==> config.mk <==
export PLATFORM = sky130hd
export DESIGN_NAME = button_events
export DESIGN_NICKNAME = d
export VERILOG_FILES = /design/src/rtl/button_events.sv
export SDC_FILE = /design/constraint.sdc
export NUM_CORES = 1
export LEC_CHECK = 0
export ABC_AREA = 1
export CORE_MARGIN = 3
export CORE_UTILIZATION = 40
export DETAILED_ROUTE_END_ITERATION = 7
export PLACE_DENSITY = 0.69
export SLEW_MARGIN = 20
export SYNTH_ARGS = -nofsm -noshare
export SYNTH_HDL_FRONTEND = slang
export SYNTH_SLANG_ARGS = --single-unit
==> constraint.sdc <==
create_clock -name clk_in -period 1.15 [get_ports clk_in]
set_input_delay 0.23 -clock clk_in [delete_from_list [all_inputs] [get_ports clk_in]]
set_output_delay 0.23 -clock clk_in [all_outputs]
set_load 0.05 [all_outputs]
==> src/rtl/button_events.sv <==
// Turns a debounced button level into press/release/long-press/auto-repeat pulses.
// Define BUTTON_EVENTS_AUTOREPEAT_EN to enable the auto-repeat pulses while in LONG.
module button_events #(
  parameter int LONG_TICKS   = 1000,
  parameter int REPEAT_TICKS = 250,
  parameter bit ACTIVE_HIGH  = 1'b1
) (
  input  logic       clk_in,
  input  logic       rst_in,
  input  logic       in,
  output logic       r_press,
  output logic       r_release,
  output logic       r_long,
  output logic       r_repeat,
  output logic       r_held,
  output logic [7:0] r_press_cnt
);

  localparam int MAX_TICKS = (LONG_TICKS > REPEAT_TICKS) ? LONG_TICKS : REPEAT_TICKS;
  localparam int CW        = $clog2(MAX_TICKS) + 1;
  // Thresholds are compared against the pre-increment count, hence the minus one.
  localparam logic [CW-1:0] LONG_LAST = CW'(LONG_TICKS - 1);

  typedef enum logic [1:0] {IDLE, SHORT, LONG} state_t;

  state_t        state, state_nxt;
  logic [CW-1:0] cnt, cnt_nxt;
  logic          lvl, r_prev;
  logic          press_nxt, release_nxt, long_nxt;

  assign lvl = ACTIVE_HIGH ? in : ~in;

`ifdef BUTTON_EVENTS_AUTOREPEAT_EN
  localparam logic [CW-1:0] REPEAT_LAST = CW'(REPEAT_TICKS - 1);
  logic repeat_nxt;
`endif

  always_comb begin
    state_nxt   = state;
    cnt_nxt     = cnt;
    press_nxt   = 1'b0;
    release_nxt = 1'b0;
    long_nxt    = 1'b0;
`ifdef BUTTON_EVENTS_AUTOREPEAT_EN
    repeat_nxt  = 1'b0;
`endif
    case (state)
      IDLE: begin
        if (lvl && !r_prev) begin
          state_nxt = SHORT;
          press_nxt = 1'b1;
          cnt_nxt   = '0;
        end
      end
      SHORT: begin
        // Release is checked first so it wins over a coincident threshold.
        if (!lvl) begin
          state_nxt   = IDLE;
          release_nxt = 1'b1;
          cnt_nxt     = '0;
        end else if (cnt == LONG_LAST) begin
          state_nxt = LONG;
          long_nxt  = 1'b1;
          cnt_nxt   = '0;
        end else begin
          cnt_nxt = cnt + 1'b1;
        end
      end
      LONG: begin
        if (!lvl) begin
          state_nxt   = IDLE;
          release_nxt = 1'b1;
          cnt_nxt     = '0;
        end
`ifdef BUTTON_EVENTS_AUTOREPEAT_EN
        else if (cnt == REPEAT_LAST) begin
          repeat_nxt = 1'b1;
          cnt_nxt    = '0;
        end else begin
          cnt_nxt = cnt + 1'b1;
        end
`endif
      end
      default: begin
        state_nxt = IDLE;
        cnt_nxt   = '0;
      end
    endcase
  end

  always_ff @(posedge clk_in) begin
    if (rst_in) begin
      state       <= IDLE;
      cnt         <= '0;
      r_prev      <= 1'b0;
      r_press     <= 1'b0;
      r_release   <= 1'b0;
      r_long      <= 1'b0;
      r_held      <= 1'b0;
      r_press_cnt <= 8'd0;
    end else begin
      state     <= state_nxt;
      cnt       <= cnt_nxt;
      r_prev    <= lvl;
      r_press   <= press_nxt;
      r_release <= release_nxt;
      r_long    <= long_nxt;
      r_held    <= (state_nxt != IDLE);
      if (press_nxt) begin
        r_press_cnt <= r_press_cnt + 8'd1;
      end
    end
  end

`ifdef BUTTON_EVENTS_AUTOREPEAT_EN
  always_ff @(posedge clk_in) begin
    if (rst_in) begin
      r_repeat <= 1'b0;
    end else begin
      r_repeat <= repeat_nxt;
    end
  end
`else
  assign r_repeat = 1'b0;
`endif

endmodule

# [Word level (Yosys, flattened, before mapping)]
# Cells that the tools add are included.
[totals] ff_bits=26 out_inout_bits=13
[classes] eq_ne=5 muxes=14 reduce_logical=8 bitwise=3 n_addsub=2
[op_table] op="$mux 11" count=4
[op_table] op="$pmux 11 s3" count=1
[op_table] op="$add 11x1->11 const B" count=1
[op_table] op="$eq 11x10->1 const B" count=1
[op_table] op="$add 8x1->8 const B" count=1
[op_table] op="$mux 2" count=4
[op_table] op="$pmux 2 s3" count=1
[op_table] op="$mux 1" count=4
[op_table] op="$ne 2x2->1 const B" count=2
[op_table] op="$reduce_or 2->1" count=2
[op_table] op="$not 1->1" count=3
[op_table] op="$reduce_or 3->1" count=1
[op_table] op="$eq 2x1->1 const B" count=1
[op_table] op="$eq 2x2->1 const B" count=1
[op_table] op="$logic_not 2->1" count=1
[op_table] op="$reduce_and 2->1" count=1
[op_table] op="$reduce_bool 2->1" count=1
[op_table] op="$logic_and 1x1->1" count=1
[op_table] op="$logic_not 1->1" count=1

# [Depth between registers and ports, before layout]
# Gate-level depths: netlist of the first run.
[depth] depth_word=5 mapped_depth=9

# [Least setup slack after synthesis of the first run]
# Ideal clock, no wire load.
[synth_timing] kind="reg2reg" start="register r_press_cnt[1]" end="register r_press_cnt[4]" period_less_slack_ns=1.438 t_required_ns=1.034 path_stages_with_launch=7 t_arrival_ns=1.322 setup_time_ns=0.116 setup_slack_ns=-0.288 cell_sequence="dfxtp_1 -> ha_1 -> inv_1 -> nor3_4 -> nand2_1 -> nand2_1 -> nor2_1"
[synth_between] elab_chain_len=1
[synth_rtl] item="start: declaration" line="16" rtl="output logic [7:0] r_press_cnt"
[synth_rtl] item="start signal: assignment" line="110" rtl="r_press_cnt <= r_press_cnt + 8'd1;"
[synth_rtl] item="$add 8x1->8" line="110"
# No other way between the ends.
# A chain may end at the register's enable or synchronous reset.

# [Final worst setup path of the first run]
[layout_timing] start="register state[0]" end="register r_press_cnt[4]"
[layout_between] elab_chain_len=2
[layout_rtl] item="start: declaration" line="26" rtl="state_t state, state_nxt;"
[layout_rtl] item="start signal: assignment" line="102" rtl="state <= state_nxt;"
[layout_rtl] item="$logic_not 2->1" line="47" rtl="case (state)"
[layout_rtl] item="$mux 1" line="47"
# No other way between the ends.

==> impl_metrics.prom, run 1 <==
# TYPE chip_impl_metric gauge
chip_impl_metric{name="power.share.switching",unit="%"} 27.8
chip_impl_metric{name="muxShareOfSynthArea",unit="%"} 0
chip_impl_metric{name="row_count",unit=""} 20
chip_impl_metric{name="synth-async-reset-ratio",unit="%"} 0
chip_impl_info{name="synth_area_leader_cell",value="sky130_fd_sc_hd__dfxtp_1"} 1
chip_impl_metric{name="yosys_register_bits",unit=""} 26
chip_impl_metric{name="buffers_and_inverters_on_the_worst_path",unit=""} 2
chip_impl_metric{name="power.switching",unit="uW"} 553
chip_impl_metric{name="syn-instance-count",unit=""} 188
chip_impl_metric{name="clock_transition_at_the_registers_of_the_reported_paths",unit="ns"} 0.15
chip_impl_info{name="synth_area_leaders",value="sky130_fd_sc_hd__dfxtp_1, sky130_fd_sc_hd__nand2_1, sky130_fd_sc_hd__inv_1"} 1
chip_impl_info{name="timing.rr.start",value="state[0]"} 1
chip_impl_metric{name="n_fill_cell",unit=""} 232
chip_impl_metric{name="arrival",unit="ns"} 1.57
chip_impl_metric{name="worst-r2r-cell-count",unit=""} 8
chip_impl_metric{name="routed_wirelength",unit="mm"} 3.38
chip_impl_metric{name="seqCellArea",unit="um2"} 558
chip_impl_metric{name="synth.yosys.seq_area_share",unit="%"} 39.2
chip_impl_metric{name="dpl.hpwl",unit="mm"} 2.00
chip_impl_info{name="dominantRegCellSynth",value="sky130_fd_sc_hd__dfxtp_1"} 1
chip_impl_metric{name="yosys.area_share.adder",unit="%"} 5.66
chip_impl_metric{name="synth_compound_area_share",unit="%"} 5.85
chip_impl_info{name="slowest_stage",value="sky130_fd_sc_hd__dfxtp_2"} 1
chip_impl_metric{name="routed-via-count",unit=""} 1291
chip_impl_info{name="cp_cell_sequence",value="inv_4 > ha_4 > nand3_4 > buf_6 > nor3_4 > nand2_1 > nand2_1 > nor2_1"} 1
chip_impl_metric{name="area_of_the_die",unit="um2"} 4040
chip_impl_metric{name="worst_hold_path.num_cells",unit=""} 3
chip_impl_metric{name="synth.lib_cells_used.distinct",unit=""} 24
chip_impl_metric{name="post-route-drc-count",unit=""} 0
chip_impl_metric{name="vdd_ir_drop_max",unit="uV"} 561
chip_impl_metric{name="synthesis.area_per_instance",unit="um2"} 7.05
chip_impl_info{name="clock_tree_from_tritoncts",value="built"} 1
chip_impl_info{name="rsz0062_at_grt",value="true"} 1
chip_impl_metric{name="antenna-diode-count",unit=""} 0
chip_impl_metric{name="power.sequential.fraction",unit="%"} 47.1
chip_impl_metric{name="vias_per_cell",unit=""} 4.69
chip_impl_metric{name="clock_path_buffers",unit=""} 2
chip_impl_metric{name="rrSetupSlack",unit="ns"} -0.17
chip_impl_metric{name="grt_overflow",unit=""} 0
chip_impl_metric{name="number_of_enable_flip_flop_cells_after_synthesis",unit=""} 0
chip_impl_info{name="worstHoldEndpoint",value="r_prev"} 1
chip_impl_metric{name="gp_congestion",unit=""} 0.792
chip_impl_metric{name="internal_power",unit="mW"} 1.44
chip_impl_metric{name="multi_input_comb_area",unit="um2"} 886
chip_impl_metric{name="critical_path.max_fanout",unit=""} 4
chip_impl_metric{name="grt_util_all_layers",unit="%"} 16.3
chip_impl_metric{name="num-nets-final",unit=""} 241
chip_impl_metric{name="stages_on_worst_setup_path",unit=""} 8
chip_impl_metric{name="finalMaxSlewViolations",unit=""} 0
chip_impl_metric{name="critPathRequiredTime",unit="ns"} 1.40
chip_impl_info{name="worst_hold_startpoint",value="in"} 1
chip_impl_info{name="post_synth_most_frequent_cells",value="sky130_fd_sc_hd__nand2_1, sky130_fd_sc_hd__inv_1, sky130_fd_sc_hd__dfxtp_1"} 1
chip_impl_metric{name="first_global_vias",unit=""} 1199
chip_impl_metric{name="netlist.area_leader.share",unit="%"} 39.2
chip_impl_metric{name="clock_sinks",unit=""} 26
chip_impl_metric{name="min_period_over_period",unit="%"} 115
chip_impl_metric{name="holdWs",unit="ns"} 0.395
chip_impl_metric{name="pwr_density_cell",unit="nW/um2"} 928
chip_impl_info{name="cp_common_cell",value="sky130_fd_sc_hd__nand2_1"} 1
chip_impl_metric{name="power.static_leakage",unit="nW"} 0.953
chip_impl_info{name="synth.most_common_cell",value="sky130_fd_sc_hd__nand2_1"} 1
chip_impl_metric{name="maximum_single_stage_delay_on_the_critical_path",unit="ns"} 0.37
chip_impl_metric{name="fp.coreArea",unit="um2"} 3100
chip_impl_metric{name="synth_xor_area_share",unit="%"} 3.30
chip_impl_metric{name="comb_power_share",unit="%"} 20.9
chip_impl_info{name="r2r_end",value="r_press_cnt[4]"} 1
chip_impl_metric{name="power.clock.fraction",unit="%"} 32.1
chip_impl_metric{name="starting_density_of_the_core",unit="%"} 42.7
chip_impl_metric{name="numCtsBuffers",unit=""} 3
chip_impl_metric{name="yosys_warnings",unit=""} 0
chip_impl_metric{name="fraction_of_final_layout_cells_with_drive_strength_greater_than_1",unit="%"} 45.9
chip_impl_metric{name="first_iter_violations",unit=""} 84
chip_impl_info{name="crit_path_start_kind",value="register"} 1
chip_impl_metric{name="vertical_die_dimension",unit="um"} 63.6
chip_impl_metric{name="insertion_delay_to_the_later_sink_of_the_worst_skew_pair",unit="ns"} 0.33
chip_impl_info{name="timing.critical_path.to_type",value="register"} 1
chip_impl_metric{name="final_core_util",unit="%"} 69.2
chip_impl_metric{name="global_route_wire_length_before_repair",unit="mm"} 5.33
chip_impl_metric{name="timing.setup.tns",unit="ns"} -2.44
chip_impl_metric{name="ant_nets",unit=""} 0
chip_impl_metric{name="routedWlPerCell",unit="um"} 12.3
chip_impl_metric{name="synth-simple-area-share",unit="%"} 35.2
chip_impl_metric{name="mappedNetlistNets",unit=""} 197
chip_impl_info{name="clock_root_buffer_master",value="sky130_fd_sc_hd__clkbuf_4"} 1
chip_impl_metric{name="power",unit="mW"} 1.99
chip_impl_info{name="worstHoldPathType",value="primary input to register"} 1
chip_impl_metric{name="hold_violations",unit=""} 0
chip_impl_metric{name="timing.fmax",unit="GHz"} 0.758
chip_impl_metric{name="setup_slack",unit="ns"} -0.170
chip_impl_info{name="path_delay_family",value="simple AND/OR/NAND/NOR gates"} 1
chip_impl_info{name="violations",value="setup timing"} 1
chip_impl_metric{name="grt_max_degree",unit=""} 16
chip_impl_metric{name="io_buffer_count",unit=""} 14
chip_impl_metric{name="io_pins",unit=""} 16
chip_impl_metric{name="grt_antenna_before_repair",unit=""} 0
chip_impl_info{name="setup.worst_path.class",value="register to register"} 1
chip_impl_metric{name="finClkSkew",unit="ns"} 0.0122
chip_impl_info{name="combinational_family_with_the_most_area_after_synthesis",value="simple AND/OR/NAND/NOR gates"} 1
chip_impl_info{name="status",value="finished with violations"} 1
chip_impl_metric{name="setup_violations",unit=""} 24
chip_impl_metric{name="area.growth.synth_to_final",unit="%"} 61.9
chip_impl_metric{name="post_synth_instance_area",unit="um2"} 1330
chip_impl_metric{name="period_needed",unit="ns"} 1.32
chip_impl_metric{name="htree_levels",unit=""} 1
chip_impl_metric{name="drv_cap",unit=""} 0
chip_impl_metric{name="floorplan.die.width",unit="um"} 63.6
chip_impl_metric{name="detailedRoute.firstPassIterationCount",unit=""} 5
timing repair:
item,in CTS,in global routing
resized for setup,25,38
setup endpoints to repair,24,30
pin swaps,11,18
buffers inserted,1,6
hold buffers,0,0
gates cloned,2,0
area by class of cell:
class | count | share of cell area [%]
multi-input cells | 131 | 41.3
flip-flops and latches | 26 | 26.0
inverters | 29 | 5.54
repair buffers | 41 | 22.2
clock inverters | 1 | 1.40
well taps | 44 | 2.56
clock buffers | 3 | 1.05
kinds of logic (layout without fill, tap and decap cells):
| logic type | after synthesis | after routing |
|---|---|---|
| XOR/XNOR | 5 | 5 |
| flip-flops | 26 | 26 |
| other | 1 | 1 |
| AND/OR/NAND/NOR | 102 | 104 |
| adder cells (fa/ha/maj) | 6 | 6 |
| AO/OA/AOI/OAI | 15 | 15 |
| buffers and inverters | 33 | 74 |
stage by stage:
stage               cell area [um2]  cells  worst slack, ns
finish                         2150    275           -0.170
global route                   2150    275           -0.261
CTS                            2000    270          -0.0979
detailed placement             1840    263           -0.465
global placement               1840    263           -0.433
floorplan                      1400    188          -0.0278
flip-flops by register name, summed over array words and instances (netlist names):
register     flops
cnt             11
r_press_cnt      8
state            2
r_held           1
r_long           1
r_press          1
r_prev           1
r_release        1
layout by cell type (no fill, tap or decap), types with 4 or more instances in the layout:
| cell type | netlist | layout |
|---|---|---|
| sky130_fd_sc_hd__inv_2 | 1 | 4 |
| sky130_fd_sc_hd__nor2_2 | 3 | 6 |
| sky130_fd_sc_hd__buf_4 | 2 | 23 |
| sky130_fd_sc_hd__dfxtp_4 | 0 | 9 |
| sky130_fd_sc_hd__buf_12 | 0 | 12 |
| sky130_fd_sc_hd__inv_4 | 0 | 4 |
| sky130_fd_sc_hd__nand3_2 | 0 | 4 |
| sky130_fd_sc_hd__nand2_2 | 5 | 8 |
| sky130_fd_sc_hd__nand2_4 | 1 | 10 |
| sky130_fd_sc_hd__inv_1 | 28 | 21 |
| sky130_fd_sc_hd__nand2_1 | 46 | 36 |
| sky130_fd_sc_hd__nand3_1 | 14 | 8 |
| sky130_fd_sc_hd__xor2_1 | 5 | 5 |
| sky130_fd_sc_hd__a21oi_1 | 8 | 6 |
| sky130_fd_sc_hd__buf_6 | 1 | 4 |
| sky130_fd_sc_hd__nand4_1 | 5 | 5 |
| sky130_fd_sc_hd__nor2_1 | 23 | 19 |
| sky130_fd_sc_hd__dfxtp_1 | 26 | 14 |
per-layer routing:
metal,track usage (%),wire length (um)
met3,2.67,93
met2,27.2,1730
met4,5.39,25
met1,21.1,1530
met5,0,0
how the worst max path moves through the flow:
stage	from	end
floorplan	cnt[1]	cnt[6]
global placement	in	cnt[2]
detailed placement	in	cnt[7]
CTS	state[0]	cnt[7]
global route	state[0]	state[0]
finish	state[0]	r_press_cnt[4]
worst register-to-register path, delay by kind of cell (launching register included):
| kind | cells | cell delay [ns] |
|---|---|---|
| flip-flops | 1 | 0.37 |
| adder cells (fa/ha/maj) | 1 | 0.19 |
| AND/OR/NAND/NOR | 5 | 0.44 |
| buffers and inverters | 2 | 0.24 |
power groups by stage:
stage,sequential (mW),combinational (mW),clock [mW]
after floorplan,1.01,0.153,0
after global placement,0.972,0.302,0
after detailed placement,0.973,0.302,0
after CTS,0.951,0.357,0.648
after global routing,0.941,0.444,0.703
final,0.937,0.416,0.638
Note: power is estimated with default switching activity, not from simulation.
==> run 2: changes to the inputs <==
- CTS_CLUSTER_DIAMETER: default -> 60
- PLACE_DENSITY: 0.69 -> 0.66
- clock period: 1.15 -> 1.4 ns (I/O delays scaled with it)
==> run 2 against run 1 <==
Against the previous run:
- the flow now finishes without violations
- sequential share of layout area is 1.9 points higher
- flip-flop and latch count stayed put
- total power down 20%
- largest power group unchanged
==> impl_metrics.prom, run 2 (same netlist as run 1, synthesis figures left out) <==
# TYPE chip_impl_metric gauge
chip_impl_metric{name="placed_cells_incl_taps",unit=""} 253
chip_impl_metric{name="fp.coreArea",unit="um2"} 3100
chip_impl_info{name="slowest_stage",value="sky130_fd_sc_hd__dfxtp_2"} 1
chip_impl_metric{name="antenna-diode-count",unit=""} 0
chip_impl_metric{name="insertion_delay_to_the_later_sink_of_the_worst_skew_pair",unit="ns"} 0.34
chip_impl_info{name="worstHoldEndpoint",value="r_prev"} 1
chip_impl_metric{name="ant_nets",unit=""} 0
chip_impl_info{name="clock_tree_from_tritoncts",value="built"} 1
chip_impl_metric{name="finClkSkew",unit="ns"} 0.0144
chip_impl_metric{name="detailedRoute.firstPassIterationCount",unit=""} 4
chip_impl_metric{name="vertical_die_dimension",unit="um"} 63.6
chip_impl_metric{name="grt_antenna_before_repair",unit=""} 0
chip_impl_metric{name="worst_hold_path.num_cells",unit=""} 3
chip_impl_metric{name="instances_no_fill",unit=""} 260
chip_impl_metric{name="row_count",unit=""} 20
chip_impl_info{name="mostFrequentLayoutCell",value="sky130_fd_sc_hd__nand2_1"} 1
chip_impl_metric{name="num-nets-final",unit=""} 226
chip_impl_info{name="status",value="finished clean"} 1
chip_impl_metric{name="timing.fmax",unit="GHz"} 0.746
chip_impl_metric{name="numCtsBuffers",unit=""} 3
chip_impl_metric{name="clock_transition_at_the_registers_of_the_reported_paths",unit="ns"} 0.15
chip_impl_info{name="top_register",value="cnt"} 1
chip_impl_info{name="r2r_end",value="cnt[1]"} 1
chip_impl_info{name="worstHoldPathType",value="primary input to register"} 1
chip_impl_metric{name="hold_violations",unit=""} 0
chip_impl_metric{name="arrival",unit="ns"} 1.57
chip_impl_info{name="worst_hold_startpoint",value="in"} 1
chip_impl_metric{name="routed_wirelength",unit="mm"} 2.65
chip_impl_metric{name="holdWs",unit="ns"} 0.342
chip_impl_metric{name="clock_path_buffers",unit=""} 2
chip_impl_metric{name="grt_overflow",unit=""} 0
chip_impl_metric{name="worst-r2r-cell-count",unit=""} 8
chip_impl_metric{name="maximum_single_stage_delay_on_the_critical_path",unit="ns"} 0.36
chip_impl_metric{name="critical_path.max_fanout",unit=""} 5
chip_impl_metric{name="vdd_ir_drop_max",unit="uV"} 473
chip_impl_metric{name="clock_sinks",unit=""} 26
chip_impl_metric{name="floorplan.die.width",unit="um"} 63.6
chip_impl_metric{name="routedWlPerCell",unit="um"} 10.2
chip_impl_metric{name="first_global_vias",unit=""} 1134
chip_impl_metric{name="first_iter_violations",unit=""} 47
chip_impl_metric{name="routed-via-count",unit=""} 1186
chip_impl_info{name="timing.critical_path.to_type",value="register"} 1
chip_impl_info{name="setup.worst_path.class",value="register to register"} 1
chip_impl_metric{name="area_of_the_die",unit="um2"} 4040
chip_impl_metric{name="fraction_of_final_layout_cells_with_drive_strength_greater_than_1",unit="%"} 28.7
chip_impl_metric{name="io_buffer_count",unit=""} 14
chip_impl_metric{name="power.static_leakage",unit="nW"} 0.844
chip_impl_metric{name="global_route_wire_length_before_repair",unit="mm"} 4.66
chip_impl_metric{name="critPathRequiredTime",unit="ns"} 1.63
chip_impl_metric{name="post-route-drc-count",unit=""} 0
chip_impl_metric{name="area.growth.synth_to_final",unit="%"} 42.7
chip_impl_metric{name="pwr_density_cell",unit="nW/um2"} 839
chip_impl_info{name="clock_root_buffer_master",value="sky130_fd_sc_hd__clkbuf_4"} 1
chip_impl_metric{name="finalMaxSlewViolations",unit=""} 0
chip_impl_info{name="cp_common_cell",value="sky130_fd_sc_hd__nand2_4"} 1
chip_impl_metric{name="vias_per_cell",unit=""} 4.56
chip_impl_metric{name="min_period_over_period",unit="%"} 95.8
chip_impl_info{name="crit_path_start_kind",value="register"} 1
chip_impl_metric{name="grt_max_degree",unit=""} 16
chip_impl_metric{name="buffers_and_inverters_on_the_worst_path",unit=""} 1
chip_impl_metric{name="io_pins",unit=""} 16
chip_impl_metric{name="power",unit="mW"} 1.59
chip_impl_info{name="most_frequent_cells_in_the_layout",value="sky130_fd_sc_hd__nand2_1, sky130_fd_sc_hd__inv_1, sky130_fd_sc_hd__nor2_1, sky130_fd_sc_hd__dfxtp_1"} 1
chip_impl_metric{name="dpl.hpwl",unit="mm"} 1.92
chip_impl_info{name="path_delay_family",value="simple AND/OR/NAND/NOR gates"} 1
chip_impl_metric{name="largest_reg_flops",unit=""} 11
chip_impl_info{name="timing.rr.start",value="state[0]"} 1
chip_impl_metric{name="gp_congestion",unit=""} 0.831
chip_impl_metric{name="period_needed",unit="ns"} 1.34
chip_impl_metric{name="starting_density_of_the_core",unit="%"} 42.7
chip_impl_metric{name="setup_violations",unit=""} 0
chip_impl_metric{name="htree_levels",unit=""} 1
chip_impl_metric{name="grt_util_all_layers",unit="%"} 14.1
chip_impl_metric{name="rrSetupSlack",unit="ns"} 0.06
chip_impl_metric{name="drv_cap",unit=""} 0
chip_impl_info{name="biggestRegsByFlops",value="cnt: 11 flops, r_press_cnt: 8 flops, state: 2 flops"} 1
chip_impl_info{name="cp_cell_sequence",value="inv_2 > ha_4 > nand2_4 > nand2_4 > nand2_4 > or2_1 > o21ai_0 > nor2_1"} 1
run 2: changes by cell type in the layout (fill, tap and decap cells not counted), moves of 4 or more:
cell and delta:
sky130_fd_sc_hd__dfxtp_4 -9, sky130_fd_sc_hd__inv_4 -4, sky130_fd_sc_hd__nand2_2 -4, sky130_fd_sc_hd__o21ai_0 +4
sky130_fd_sc_hd__nor2_2 -4, sky130_fd_sc_hd__buf_6 -4, sky130_fd_sc_hd__dfxtp_1 +6, sky130_fd_sc_hd__buf_4 -11
sky130_fd_sc_hd__nand2_1 +7
run 2: where the power goes:
group / leakage, nW / switching, mW / internal (mW) / total, mW
Clock: 0.0279 / 0.235 / 0.290 / 0.525
Combinational: 0.603 / 0.165 / 0.115 / 0.279
Sequential: 0.213 / 0.0205 / 0.764 / 0.785
run 2: worst max-delay path by stage:
stage	startpoint	to	cells after the start
after global routing	state[0]	r_held	8
final	state[0]	cnt[1]	8
after CTS	state[1]	r_press_cnt[4]	8
after detailed placement	in	r_press_cnt[4]	7
after global placement	in	cnt[8]	8
after floorplan	r_press_cnt[2]	r_press_cnt[5]	5
run 2: timing repair:
| item | in CTS | in global routing |
|---|---|---|
| cloned | 0 | 2 |
| hold buffers | 0 | 0 |
| gates resized for setup | 1 | 31 |
| setup endpoints to repair | 11 | 22 |
| pin swaps | 0 | 7 |
| buffers inserted | 0 | 1 |
run 2: layout make-up:
class | count | area, um2
fillers | 280 | 1210
multi-input cells | 131 | 796
flip-flops and latches | 26 | 528
repair buffers | 26 | 353
inverters | 29 | 109
well taps | 44 | 55.1
clock inverters | 1 | 30.0
clock buffers | 3 | 22.5
run 2: worst min-delay path, delay by kind of cell:
family | cells | cell delay, ns
buffers and inverters | 2 | 0.34
and+or+nand+nor | 1 | 0.04
run 2: per-stage QoR:
step / area, um2 / worst slack, ns / utilization [%] / TNS, ns
floorplan: 1330 / 0.0643 / - / 0
global placement: 1700 / -0.226 / 54.7 / -3.89
detailed placement: 1700 / -0.237 / 54.7 / -4.45
CTS: 1750 / 0.0105 / 56.5 / 0
global route: 1890 / -0.0173 / 61.0 / -0.0343
finish: 1890 / 0.0595 / 61.0 / 0
run 2: metal layers:
metal,GRT usage (%),share of wire [%],vias up
li1,-,-,642
met1,19.1,49,524
met2,22.7,46,15
met3,1.60,2.5,5
met4,5.66,2.0,0
met5,0,0,-
